$ cat src/rtl/rv32i_intc_pkg.sv
// Shared constants and FSM state type for the rv32i interrupt controller.
package intc_pkg;

  localparam int MAX_SRC = 16;

  localparam logic [2:0] REG_ENABLE  = 3'd0;
  localparam logic [2:0] REG_PENDING = 3'd1;
  localparam logic [2:0] REG_MODE    = 3'd2;
  localparam logic [2:0] REG_CLAIM   = 3'd3;
  localparam logic [2:0] REG_FORCE   = 3'd4;

  typedef enum logic [1:0] {
    IDLE    = 2'd0,
    REQ     = 2'd1,
    SERVICE = 2'd2
  } state_e;

endpackage

$ cat src/rtl/rv32i_intc_if.sv
// Register bus, raw sources and claim/complete handshake between rv32i_control and the controller.
interface rv32i_intc_if #(
  parameter int NUM_SRC = 5,
  parameter int ID_BITS = 4
);
  logic [NUM_SRC-1:0] src_i;
  logic [2:0]         addr_i;
  logic [15:0]        data_i;
  logic               write_i;
  logic               read_i;
  logic [15:0]        data_o;
  logic               irq_o;
  logic [ID_BITS-1:0] irq_id_o;
  logic               ack_i;
  logic               eoi_i;
  logic               in_service_o;

  modport master (
    output src_i, addr_i, data_i, write_i, read_i, ack_i, eoi_i,
    input  data_o, irq_o, irq_id_o, in_service_o
  );

  modport slave (
    input  src_i, addr_i, data_i, write_i, read_i, ack_i, eoi_i,
    output data_o, irq_o, irq_id_o, in_service_o
  );
endinterface

$ cat src/rtl/rv32i_intc_src_cond.sv
// Per-source conditioning: optional 2-flop synchronizer (INTC_SYNC_EN), history flop,
// rising-edge pulse and level outputs.
module intc_src_cond (
  input  logic clk_i,
  input  logic reset_i,
  input  logic src_i,
  output logic rise_o,
  output logic level_o
);

  logic cond;
  logic prev_q, prev_d;

`ifdef INTC_SYNC_EN
  logic sync1_q, sync1_d;
  logic sync2_q, sync2_d;

  always_comb begin
    sync1_d = src_i;
    sync2_d = sync1_q;
  end

  always_ff @(posedge clk_i or posedge reset_i) begin
    if (reset_i) begin
      sync1_q <= 1'b0;
      sync2_q <= 1'b0;
    end else begin
      sync1_q <= sync1_d;
      sync2_q <= sync2_d;
    end
  end

  assign cond = sync2_q;
`else
  assign cond = src_i;
`endif

  always_comb prev_d = cond;

  always_ff @(posedge clk_i or posedge reset_i) begin
    if (reset_i) prev_q <= 1'b0;
    else         prev_q <= prev_d;
  end

  assign rise_o  = cond & ~prev_q;
  assign level_o = cond;

endmodule

$ cat src/rtl/rv32i_intc.sv
// Interrupt controller: edge/level pending, enable mask, fixed priority (lowest index wins),
// claim/complete FSM and a 16-bit register bank. INTC_SYNC_EN adds source synchronizers.
module rv32i_intc #(
  parameter int NUM_SRC = 5,
  parameter int ID_BITS = 4
) (
  input logic          clk_i,
  input logic          reset_i,
  rv32i_intc_if.slave  bus
);
  import intc_pkg::*;

  logic [NUM_SRC-1:0] rise, level, elig;
  logic [NUM_SRC-1:0] enable_q, enable_d;
  logic [NUM_SRC-1:0] mode_q, mode_d;
  logic [NUM_SRC-1:0] pend_q, pend_d;
  logic [ID_BITS-1:0] active_id_q, active_id_d;
  logic [ID_BITS-1:0] top_id, irq_id;
  logic [15:0]        data_q, data_d, rd_val;
  state_e             state_q, state_d;
  logic               any_elig, ack_take;
  logic               wr_enable, wr_pend, wr_mode, wr_claim, wr_force;
  logic               unused_wdata;

  for (genvar g = 0; g < NUM_SRC; g++) begin : g_src
    intc_src_cond u_cond (
      .clk_i   (clk_i),
      .reset_i (reset_i),
      .src_i   (bus.src_i[g]),
      .rise_o  (rise[g]),
      .level_o (level[g])
    );
  end

  assign wr_enable    = bus.write_i && (bus.addr_i == REG_ENABLE);
  assign wr_pend      = bus.write_i && (bus.addr_i == REG_PENDING);
  assign wr_mode      = bus.write_i && (bus.addr_i == REG_MODE);
  assign wr_claim     = bus.write_i && (bus.addr_i == REG_CLAIM);
  assign wr_force     = bus.write_i && (bus.addr_i == REG_FORCE);
  assign unused_wdata = ^bus.data_i;

  assign elig     = pend_q & enable_q;
  assign any_elig = |elig;

  always_comb begin
    top_id = '0;
    for (int i = NUM_SRC - 1; i >= 0; i--) begin
      if (elig[i]) top_id = ID_BITS'(i);
    end
  end

  always_comb begin
    irq_id = '0;
    if (state_q == REQ)          irq_id = top_id;
    else if (state_q == SERVICE) irq_id = active_id_q;
  end

  // An ack only claims when something is still eligible; otherwise REQ falls back to IDLE.
  assign ack_take = bus.ack_i && (state_q == REQ) && any_elig;

  always_comb begin
    enable_d = wr_enable ? bus.data_i[NUM_SRC-1:0] : enable_q;
    mode_d   = wr_mode   ? bus.data_i[NUM_SRC-1:0] : mode_q;
    pend_d   = pend_q;
    for (int i = 0; i < NUM_SRC; i++) begin
      if (mode_q[i]) begin
        pend_d[i] = rise[i] | (wr_force & bus.data_i[i]) |
                    (pend_q[i] & ~((wr_pend & bus.data_i[i]) |
                                   (ack_take && (top_id == ID_BITS'(i)))));
      end else begin
        pend_d[i] = level[i];
      end
    end
  end

  always_comb begin
    state_d     = state_q;
    active_id_d = active_id_q;
    case (state_q)
      IDLE:    if (any_elig) state_d = REQ;
      REQ: begin
        if (!any_elig) begin
          state_d = IDLE;
        end else if (bus.ack_i) begin
          state_d     = SERVICE;
          active_id_d = top_id;
        end
      end
      SERVICE: if (bus.eoi_i || wr_claim) state_d = IDLE;
      default: state_d = IDLE;
    endcase
  end

  always_comb begin
    rd_val = '0;
    case (bus.addr_i)
      REG_ENABLE:  rd_val = 16'(enable_q);
      REG_PENDING: rd_val = 16'(pend_q);
      REG_MODE:    rd_val = 16'(mode_q);
      REG_CLAIM: begin
        rd_val     = 16'(irq_id);
        rd_val[15] = (state_q == SERVICE);
      end
      default:     rd_val = '0;
    endcase
    data_d = bus.read_i ? rd_val : data_q;
  end

  always_ff @(posedge clk_i or posedge reset_i) begin
    if (reset_i) begin
      enable_q    <= '0;
      mode_q      <= '0;
      pend_q      <= '0;
      active_id_q <= '0;
      data_q      <= '0;
      state_q     <= IDLE;
    end else begin
      enable_q    <= enable_d;
      mode_q      <= mode_d;
      pend_q      <= pend_d;
      active_id_q <= active_id_d;
      data_q      <= data_d;
      state_q     <= state_d;
    end
  end

  assign bus.irq_o        = (state_q == REQ);
  assign bus.in_service_o = (state_q == SERVICE);
  assign bus.irq_id_o     = irq_id;
  assign bus.data_o       = data_q;

endmodule

$ cat src/flat_wrapper.sv
// flat-port wrapper written by rule: the top's interface ports become plain ports
module rv32i_intc_flat import intc_pkg::*;
#(
  parameter int NUM_SRC = 5,
  parameter int ID_BITS = 4
)
  (clk_i, reset_i, bus_src_i, bus_addr_i, bus_data_i, bus_write_i, bus_read_i, bus_ack_i, bus_eoi_i, bus_data_o, bus_irq_o, bus_irq_id_o, bus_in_service_o);
  rv32i_intc_if #(.NUM_SRC(NUM_SRC), .ID_BITS(ID_BITS)) bus_i ();
  input logic clk_i;
  input logic reset_i;
  input wire logic [$bits(bus_i.src_i)-1:0] bus_src_i;
  input wire logic [$bits(bus_i.addr_i)-1:0] bus_addr_i;
  input wire logic [$bits(bus_i.data_i)-1:0] bus_data_i;
  input wire logic [$bits(bus_i.write_i)-1:0] bus_write_i;
  input wire logic [$bits(bus_i.read_i)-1:0] bus_read_i;
  input wire logic [$bits(bus_i.ack_i)-1:0] bus_ack_i;
  input wire logic [$bits(bus_i.eoi_i)-1:0] bus_eoi_i;
  output wire logic [$bits(bus_i.data_o)-1:0] bus_data_o;
  output wire logic [$bits(bus_i.irq_o)-1:0] bus_irq_o;
  output wire logic [$bits(bus_i.irq_id_o)-1:0] bus_irq_id_o;
  output wire logic [$bits(bus_i.in_service_o)-1:0] bus_in_service_o;
  assign bus_i.src_i = bus_src_i;
  assign bus_i.addr_i = bus_addr_i;
  assign bus_i.data_i = bus_data_i;
  assign bus_i.write_i = bus_write_i;
  assign bus_i.read_i = bus_read_i;
  assign bus_i.ack_i = bus_ack_i;
  assign bus_i.eoi_i = bus_eoi_i;
  assign bus_data_o = bus_i.data_o;
  assign bus_irq_o = bus_i.irq_o;
  assign bus_irq_id_o = bus_i.irq_id_o;
  assign bus_in_service_o = bus_i.in_service_o;
  rv32i_intc #(.NUM_SRC(NUM_SRC), .ID_BITS(ID_BITS)) u_core (.clk_i(clk_i), .reset_i(reset_i), .bus(bus_i));
endmodule
$ cat config.mk
export PLATFORM = sky130hd
export DESIGN_NAME = rv32i_intc_flat
export DESIGN_NICKNAME = d
export VERILOG_FILES = /design/src/rtl/rv32i_intc_pkg.sv /design/src/rtl/rv32i_intc_if.sv /design/src/rtl/rv32i_intc_src_cond.sv /design/src/rtl/rv32i_intc.sv /design/src/flat_wrapper.sv
export SDC_FILE = /design/constraint.sdc
export NUM_CORES = 1
export LEC_CHECK = 0
export BUFFER_PORTS_ARGS = -buffer_cell sky130_fd_sc_hd__buf_2
export CORE_MARGIN = 2
export CORE_UTILIZATION = 40
export CTS_CLUSTER_DIAMETER = 100
export DETAILED_ROUTE_END_ITERATION = 12
export HOLD_SLACK_MARGIN = 0.03
export MAX_ROUTING_LAYER = met4
export PLACE_DENSITY = 0.67
export SLEW_MARGIN = 20
export SYNTH_ARGS = -nofsm -noshare
export SYNTH_HDL_FRONTEND = slang
export SYNTH_HIERARCHICAL = 1
export SYNTH_SLANG_ARGS = --single-unit
$ cat constraint.sdc
create_clock -name clk_i -period 2.4 [get_ports clk_i]
set_clock_uncertainty 0.1 [all_clocks]
set_input_delay 0.24 -clock clk_i [delete_from_list [all_inputs] [get_ports clk_i]]
set_output_delay 0.24 -clock clk_i [all_outputs]
set_load 0.05 [all_outputs]
* Word level (Yosys, flattened, before mapping)
Index checks and enable logic that the tools add are counted.
Storage, ports and cells: input bits 30, latch bits 0, word-level logic and storage cells 107, output and inout bits 22, RAM bits 0, memory bits (read-only) 0, register bits after elaboration 42, memories 0
Cells by class: equal/unequal tests 13, reduce and logical (&&, ||, !) cells 19, div/mod/pow operators 0, mux-type cells 18, add/subtract/negate cells 0, bitwise gates (word level) 46, shift-type cells 0, $mul 0, magnitude comparators 0
Operator list (count):
- 16-bit case mux with 4 select lines | 1
- 1-bit AND | 20
- 3-bit 2-to-1 mux | 5
- 1-bit OR | 15
- 3-bit by 2-bit equality test with 1-bit output, second input constant | 4
- 1-bit logical AND | 12
- 1-bit inverter | 10
- 2-bit 2-to-1 mux | 4
- 4-bit 2-to-1 mux | 2
- 3-bit by 1-bit equality test with 1-bit output, second input constant | 2
- 3-bit equality test, second input constant | 2
- 2-bit case mux with 3 select lines | 1
- 3-bit AND reduction | 2
- 5-bit AND | 1
- 1-bit 2-to-1 mux | 5
- 5-bit OR reduction | 1
- 4-bit logical NOT | 1
- 2-bit by 1-bit != test with 1-bit output, second input constant | 2
- 3-bit logical NOT | 1
- 3-bit != test, second input constant | 1
- 2-bit by 1-bit equality test with 1-bit output, second input constant | 1
- 2-bit equality test, second input constant | 1
- 2-bit logical NOT | 1
- 1-bit logical OR | 1

* Longest topological paths before layout
Gate-level depths: netlist (run 1).
depth after elaboration 13, mapped depth 5, depth with buffers taken out 4

* Hierarchy
Netlist (run 1), hierarchy kept.
By module, submodules not included:
- rv32i_intc | area an instance 1549.0 sq um, sequential area each 650.6 sq um, cells an instance 152, times used 1
- intc_src_cond | area an instance 50.0 sq um, sequential area each 25.0 sq um, cells an instance 4, times used 5

* Worst setup path after synthesis (run 1)
OpenSTA, ideal clock, no wires.
path kind register -> register, from register u_core.state_q[1], to register u_core.active_id_q[0], buffers on the path 0, setup slack 0.573 ns, arrival time 1.602 ns, data required time 2.175 ns, library setup time 0.125 ns, stages on the path, launching flop included 5, clock period less this slack 1.827 ns, path through dfrtp_1 > and2b_1 > nand2_1 > a21oi_1 > mux2_2
On the way: longest elaborated chain between the ends 2
RTL lines:
- from (decl) | RTL line rv32i_intc.sv:20 | state_e state_q, state_d;
- from (signal assigned) | RTL line rv32i_intc.sv:123 | state_q <= state_d;
- 2-bit by 1-bit equality test with 1-bit output
- via bus_irq_o | RTL line flat_wrapper.sv:19 | output wire logic [$bits(bus_i.irq_o)-1:0] bus_irq_o;
- 3-bit AND reduction (no source line)
- to (signal assigned) | RTL line rv32i_intc.sv:121 | active_id_q <= active_id_d;
- to (decl) | RTL line rv32i_intc.sv:17 | logic [ID_BITS-1:0] active_id_q, active_id_d;
The timed path passes the listed nets, and every way through them passes these cells. A chain may end at the register's enable or synchronous reset.

* Final worst setup path (run 1)
from register u_core.enable_q[0], to output bus_irq_id_o[2]
On the way: longest elaborated chain between the ends 3
RTL lines:
- from (decl) | RTL line rv32i_intc.sv:14 | logic [NUM_SRC-1:0] enable_q, enable_d;
- from (signal assigned) | RTL line rv32i_intc.sv:118 | enable_q <= enable_d;
- 5-bit AND | RTL line rv32i_intc.sv:42 | assign elig = pend_q & enable_q;
- 3-bit 2-to-1 mux | RTL line rv32i_intc.sv:48 | if (elig[i]) top_id = ID_BITS'(i);
- 4-bit 2-to-1 mux | RTL line rv32i_intc.sv:54 | if (state_q == REQ) irq_id = top_id;
- to (decl) | RTL line flat_wrapper.sv:20 | output wire logic [$bits(bus_i.irq_id_o)-1:0] bus_irq_id_o;
Every way passes these cells.

==> impl_results.md, run 1 <==
- Fmax: 479 MHz
- Worst skew pair latency: 0.29 ns
- Largest family of logic cells by synthesized area: simple AND/OR/NAND/NOR gates
- Post-route DRC violation count: 0
- Port Buffers: 29
- Max Slew Vio Count: 0
- Final hold vios: 0
- Largest net degree at the start of global routing: 27
- Reg area: 776 um^2
- Non-Filler Instances: 259
- Grt total ovfl: 0
- Async S/R FF share, synth: 100%
- Clock H-tree levels: 2
- CP bufs+invs: 1
- Fraction of layout instances using a drive strength above 1: 30.0%
- Slowest stage delay, CP: 0.45 ns
- WL/cell: 14.1 um
- Total leakage power: 0.000983 uW
- Most frequent cells in the layout: dfrtp_1, buf_2, nor2_1
- Dominant synthesized flop cell: dfrtp_1
- Crit-path slowest cell: dfrtp_1
- Core area: 4350 um^2
- Layout area overhead: 16.1%
- Die H: 71.1 um
- CP top delay family: compound AO/OA/AOI/OAI gates
- Critical path startpoint category: flop
- Max IR drop VDD: 0.340 mV
- Reg2Reg Capture Point: u_core/active_id_q[0]
- Drt via density: 5.20
- Final period util: 87.0%
- Synthesis Warnings: 6
- RSZ-0062 raised after global routing: false
- Post-Synth XOR/XNOR Area: 0%
- Post-synth EDFFs: 0
- Status: completed
- CP endpoint: bus_irq_id_o[2]
- CTS sink count: 31
- Worst-path fanout max: 6
- Post-Syn Area: 1800 um^2
- Register-to-register setup slack: 0.81 ns
- Critical path arrival: 1.75 ns
- Post-cts gate resize count: 0
- CP Data Required Time: 2.06 ns
- Placed insts: 245
- CP startpoint: u_core/enable_q[0]
- CTS root buf: clkbuf_8
- Vias in the first global route: 1287
- Reg2reg start: u_core/state_q[1]
- Antenna diode count: 0
- Commonest non-fill, non-tap cell in the layout: dfrtp_1
- CP Capture Type: output pin
- Global-route wire length before repair: 6280 um
- Setup TNS: 0 ns
- Power density cells: 934 nW/um^2
- Detail Route Antenna Nets: 0
- Initial antenna violation count: 0
- Most Frequent Cell on Critical Path: a22o_1
- Simple-gate area share of the yosys netlist: 21.1%
- Num rows: 24
- Mux cell area share after synthesis: 9.67%
- Boundary Pins: 52
- Syn Area/Cell: 10.5 um^2
- Seq/Total Area, Yosys: 43.1%
- Fin area: 2090 um^2
- CP Depth: 4
- Vias: 1347
- Min-delay worst type: input pin to flop
- Die area: 5050 um^2
- DP Wirelength: 2750 um
- DR iter-0 viols: 109
- Area of the multi-input gates: 877 um^2
- Worst-path cell chain: a22o_1 > nor3_1 > a22o_1 > buf_2
- Area after DPL: 1910 um^2
- Cell count after synthesis: 172
- Chip width: 71.1 um
- Synth Area in Adders: 0%
- Fill cells: 411
- Synth Register Bits: 31
- Placer Congestion: 0.839
- Final setup violation count: 0
- Post-Route WL: 3660 um
- Pre-antenna DRT Iters: 4
- Clock buffer depth: 2
- Max-cap viol count: 0
- Total CTS buffers: 5
- Post-synth cell types: 37
- Nets: 236
- CTS clock-pin slew for the worst setup and hold paths: 0.07 ns
- Worst Setup Path Type: flop to output pin
- TritonCTS clock tree: done
- GRT Util Overall: 16.5%
- Compound-cell area share of the yosys netlist: 15.7%
- Worst reg-to-reg path cell count: 4
- Initial core utilization: 41.3%
- Fin crit period: 2.09 ns
## metal layers
layer  global-route usage [%]  up-vias  routed length [um]  part of all wire [%]
li1                         -      660                   -                     -
met1                     22.4      635                1790                    49
met2                     23.7       46                1630                    45
met3                     4.13        6                 193                   5.3
met4                     6.92        0                  46                   1.3
met5                        -        -                   0                     0
## cell type report
| class | count | share of cell area [%] |
|---|---|---|
| sequential | 31 | 37.1 |
| clock inverter | 2 | 1.68 |
| clock buffer | 6 | 3.95 |
| multi-input combinational | 121 | 42.0 |
| tap | 52 | 3.11 |
| timing repair buffer | 36 | 10.2 |
| inverter | 11 | 1.98 |
## per-stage QoR
step	power (uW)	setup WS, ns	utilization (%)	hold slack [ns]
after floorplan	1270	0.573	-	-0.131
final	1950	0.313	48.0	0.0741
after global routing	2060	0.195	48.0	0.0835
after detailed placement	1410	0.636	43.9	0.0342
after global placement	1400	0.646	43.9	0.0310
after CTS	1970	0.306	48.0	0.0639
## Yosys cell counts, types with 3 or more instances
master	instances	area share, %
a31oi_1	4	1.4
mux2_2	11	6.9
nand3_1	3	0.83
nand2_1	11	2.3
nor2_1	12	2.5
a221oi_1	5	2.4
inv_1	11	2.3
buf_4	17	7.1
mux2i_1	5	2.8
o211ai_1	3	1.3
a22o_1	5	2.4
a22oi_1	3	1.3
dfrtp_1	31	43
a21oi_1	11	3.1
nor2b_4	5	3.8
o21ai_0	6	1.7
## report_power, final
group | internal, uW | switching [uW]
registers | 635 | 121
clock network | 336 | 202
logic | 233 | 426
total | 1200 | 749
## state kept, by name, indices dropped and copies added, names as in the netlist
register,count
u_core/state_q,2
u_core/pend_q,5
u_core/active_id_q,3
u_core/enable_q,5
u_core/mode_q,5
u_core/bus.data_o,6
u_core/g_src.u_cond/prev_q,5
## logic make-up after synthesis
family,count (synthesis)
other,1
muxes,16
DFF,31
AOI/OAI and AO/OA,42
and+or+nand+nor,52
buffers and inverters,30
## how the worst min path moves through the flow
stage,cells after the start,from,end
floorplan,1,reset_i,u_core/g_src[0].u_cond/prev_q
global placement,2,reset_i,u_core/g_src[0].u_cond/prev_q
detailed placement,2,reset_i,u_core/g_src[4].u_cond/prev_q
CTS,2,bus_ack_i,u_core/state_q[0]
global route,2,bus_ack_i,u_core/state_q[0]
finish,2,bus_ack_i,u_core/state_q[0]
## what timing repair did
action                                 CTS  global route
endpoints found under the hold margin   36             0
hold buffers                             6             0
buffers inserted                         0             0
setup endpoints to repair                0             0
## worst reg2reg max path: cells and delay by family, from the launching register on
kind | cells | cell delay [ns]
flops | 1 | 0.40
mux | 1 | 0.35
compound gates | 1 | 0.20
simple gates | 2 | 0.43
Note: power is estimated with default switching activity, not from simulation.
==> inputs of run 2 (changes only) <==
Settings changed: GPL_ROUTABILITY_DRIVEN from default to 0, PLACE_DENSITY 0.67 to 0.68, SYNTH_HIERARCHICAL 1 to default.
==> run 2 against run 1 <==
Worst setup slack got worse by 0.11 ns. Clock power shrank 27%. Sequential share of layout area increased by 2.6 points. Highest routed layer unchanged. Sequential cell count unchanged. Register-to-register slack worse by 0.15 ns. Via count shrank 1.6%.
==> impl_results.md, run 2 <==
- Top post-synthesis cells by count: dfrtp_1, nand2_1, buf_4
- Largest cells by area after synthesis: dfrtp_1, buf_4, mux2_2
- Fraction of layout instances using a drive strength above 1: 25.4%
- Post-Syn Area: 1640 um^2
- Layout area overhead: 19.1%
- Status: completed
- CP Capture Type: output pin
- Seq/Total Area, Yosys: 47.4%
- Boundary Pins: 52
- Min-delay worst type: input pin to flop
- CP Data Required Time: 2.06 ns
- Antenna diode count: 0
- Total leakage power: 0.000926 uW
- Total CTS buffers: 5
- Seq pwr share: 42.1%
- Port Buffers: 29
- Reg area: 776 um^2
- Chip width: 68.0 um
- Clock buffer depth: 2
- Synth Area in Adders: 0%
- Compound-cell area share of the yosys netlist: 17.5%
- Syn Area/Cell: 10.3 um^2
- Vias: 1326
- CTS clock-pin slew for the worst setup and hold paths: 0.06 ns
- GRT Util Overall: 18.2%
- Fin crit period: 2.20 ns
- Max-cap viol count: 0
- Dominant synthesized flop cell: dfrtp_1
- Power density cells: 891 nW/um^2
- Most frequent cells in the layout: dfrtp_1, buf_2, nand2_1
- Share of the synthesized area in the top cell type: 47.4%
- Pre-antenna DRT Iters: 4
- Die area: 4620 um^2
- Fmax: 456 MHz
- Fill cells: 377
- CTS root buf: clkbuf_8
- WL/cell: 14.1 um
- Slew @ Worst Pin: 0.537 ns
- Count leader, synth: dfrtp_1
- Worst Setup Path Type: flop to output pin
- Detail Route Antenna Nets: 0
- Largest family of logic cells by synthesized area: compound AO/OA/AOI/OAI gates
- Commonest non-fill, non-tap cell in the layout: dfrtp_1
- Combinational power share: 35.3%
- Synth Register Bits: 31
- TritonCTS clock tree: done
- Normalized max-slew margin: 64.2%
- Post-synth cell types: 37
- Register-to-register setup slack: 0.66 ns
- Sw Share: 40.1%
- Post-Synth XOR/XNOR Area: 0%
- Setup TNS: 0 ns
- Clock power share: 22.6%
- Reg2reg start: u_core.pend_q[1]
- Vias in the first global route: 1255
- Internal Pwr Total: 1040 uW
- Largest net degree at the start of global routing: 32
- Simple-gate area share of the yosys netlist: 17.3%
- Cell count after synthesis: 159
- Area leader, netlist: dfrtp_1
- Critical path arrival: 1.86 ns
- Hold_sp: bus_eoi_i
- Worst-path fanout max: 5
- Nets: 230
- Drt via density: 5.28
- Global-route wire length before repair: 5790 um
- Core area: 3970 um^2
- Max Slew Vio Count: 0
- Final period util: 91.5%
- Hold depth: 2
- Sw power: 697 uW
- Worst hold endpoint: u_core.state_q[1]
- RSZ-0062 raised after global routing: false
- Largest register FFs: 6
- Mux cell area share after synthesis: 9.17%
- Reg2Reg Capture Point: u_core.pend_q[4]
- Post-Route WL: 3550 um
- Worst skew pair latency: 0.28 ns
- Post-cts gate resize count: 0
- Synthesis Warnings: 0
- Grt total ovfl: 0
- Design Power: 1740 uW
- Max IR drop VDD: 0.424 mV
- Worst reg-to-reg path cell count: 4
- Post-synth EDFFs: 0
- Clock H-tree levels: 2
- Die H: 68.0 um
- Initial antenna violation count: 0
- Area of the multi-input gates: 762 um^2
- Async S/R FF share, synth: 100%
- Num rows: 23
- Final hold vios: 0
- CTS sink count: 31
- Final setup violation count: 0
- Post-route DRC violation count: 0
- DP Wirelength: 2620 um
- Critical path startpoint category: flop
- DR iter-0 viols: 113
- Initial core utilization: 41.2%
[run 2: worst max path at each step]
stage                            startpoint              end  slack, ns  cells after the start
final                      u_core.pend_q[1]  bus_irq_id_o[2]       0.20                      4
after detailed placement   u_core.pend_q[1]  bus_irq_id_o[2]       0.50                      4
after global placement     u_core.pend_q[1]  bus_irq_id_o[2]       0.53                      4
after CTS                  u_core.pend_q[1]  bus_irq_id_o[2]       0.21                      4
after floorplan           u_core.state_q[1]  bus_irq_id_o[0]       0.17                      3
after global routing       u_core.pend_q[1]  bus_irq_id_o[2]       0.12                      4
[run 2: stage by stage]
stage / hold WS, ns / area [um^2] / cells / utilization, % / setup WS [ns]
after detailed placement: 0.244 / 1810 / 237 / 45.6 / 0.505
final: 0.0518 / 1950 / 251 / 49.1 / 0.205
after CTS: 0.0437 / 1950 / 251 / 49.1 / 0.207
after global routing: 0.0533 / 1950 / 251 / 49.1 / 0.122
after floorplan: 0.171 / 1680 / 169 / - / 0.169
after global placement: 0.238 / 1810 / 237 / 45.6 / 0.528
[run 2: cell type report]
type | count | share of cell area (%)
flip-flops and latches | 31 | 39.8
multi-input cells | 114 | 39.1
repair buffers | 39 | 12.1
clock buffers | 7 | 3.91
well taps | 50 | 3.21
inverters | 9 | 1.73
clock inverters | 1 | 0.257
[run 2: what timing repair did]
| item | CTS | global route |
|---|---|---|
| setup buffers | 0 | 0 |
| hold buffers | 6 | 0 |
| hold endpoints to repair | 36 | 0 |
[run 2: worst max-delay path: stages, from the launching register on]
cell and delay, ns:
dfrtp_1 0.42, a22o_1 0.29, nor4b_4 0.42, a22o_1 0.18, buf_2 0.25
[run 2: kinds of logic (layout without fill, tap and decap cells)]
group                  count (synthesis)  count (layout)
muxes                                 14              14
DFF                                   31              31
AOI/OAI and AO/OA                     37              37
other                                  1              11
buffers and inverters                 24              56
and+or+nand+nor                       52              52
[run 2: layer usage]
metal  vias to the layer above  GRT usage, %  routed length [um]
li1                        641             -                   -
met1                       623          23.5                1590
met2                        52          25.2                1600
met3                        10          6.09                 264
met4                         0          9.75                  87
met5                         -             -                   0
[run 2: power groups by stage]
stage | logic, uW | clock network, uW | registers (uW)
CTS | 617 | 407 | 730
floorplan | 463 | 0 | 746
global route | 669 | 430 | 752
finish | 614 | 393 | 731
global placement | 601 | 0 | 735
detailed placement | 607 | 0 | 742
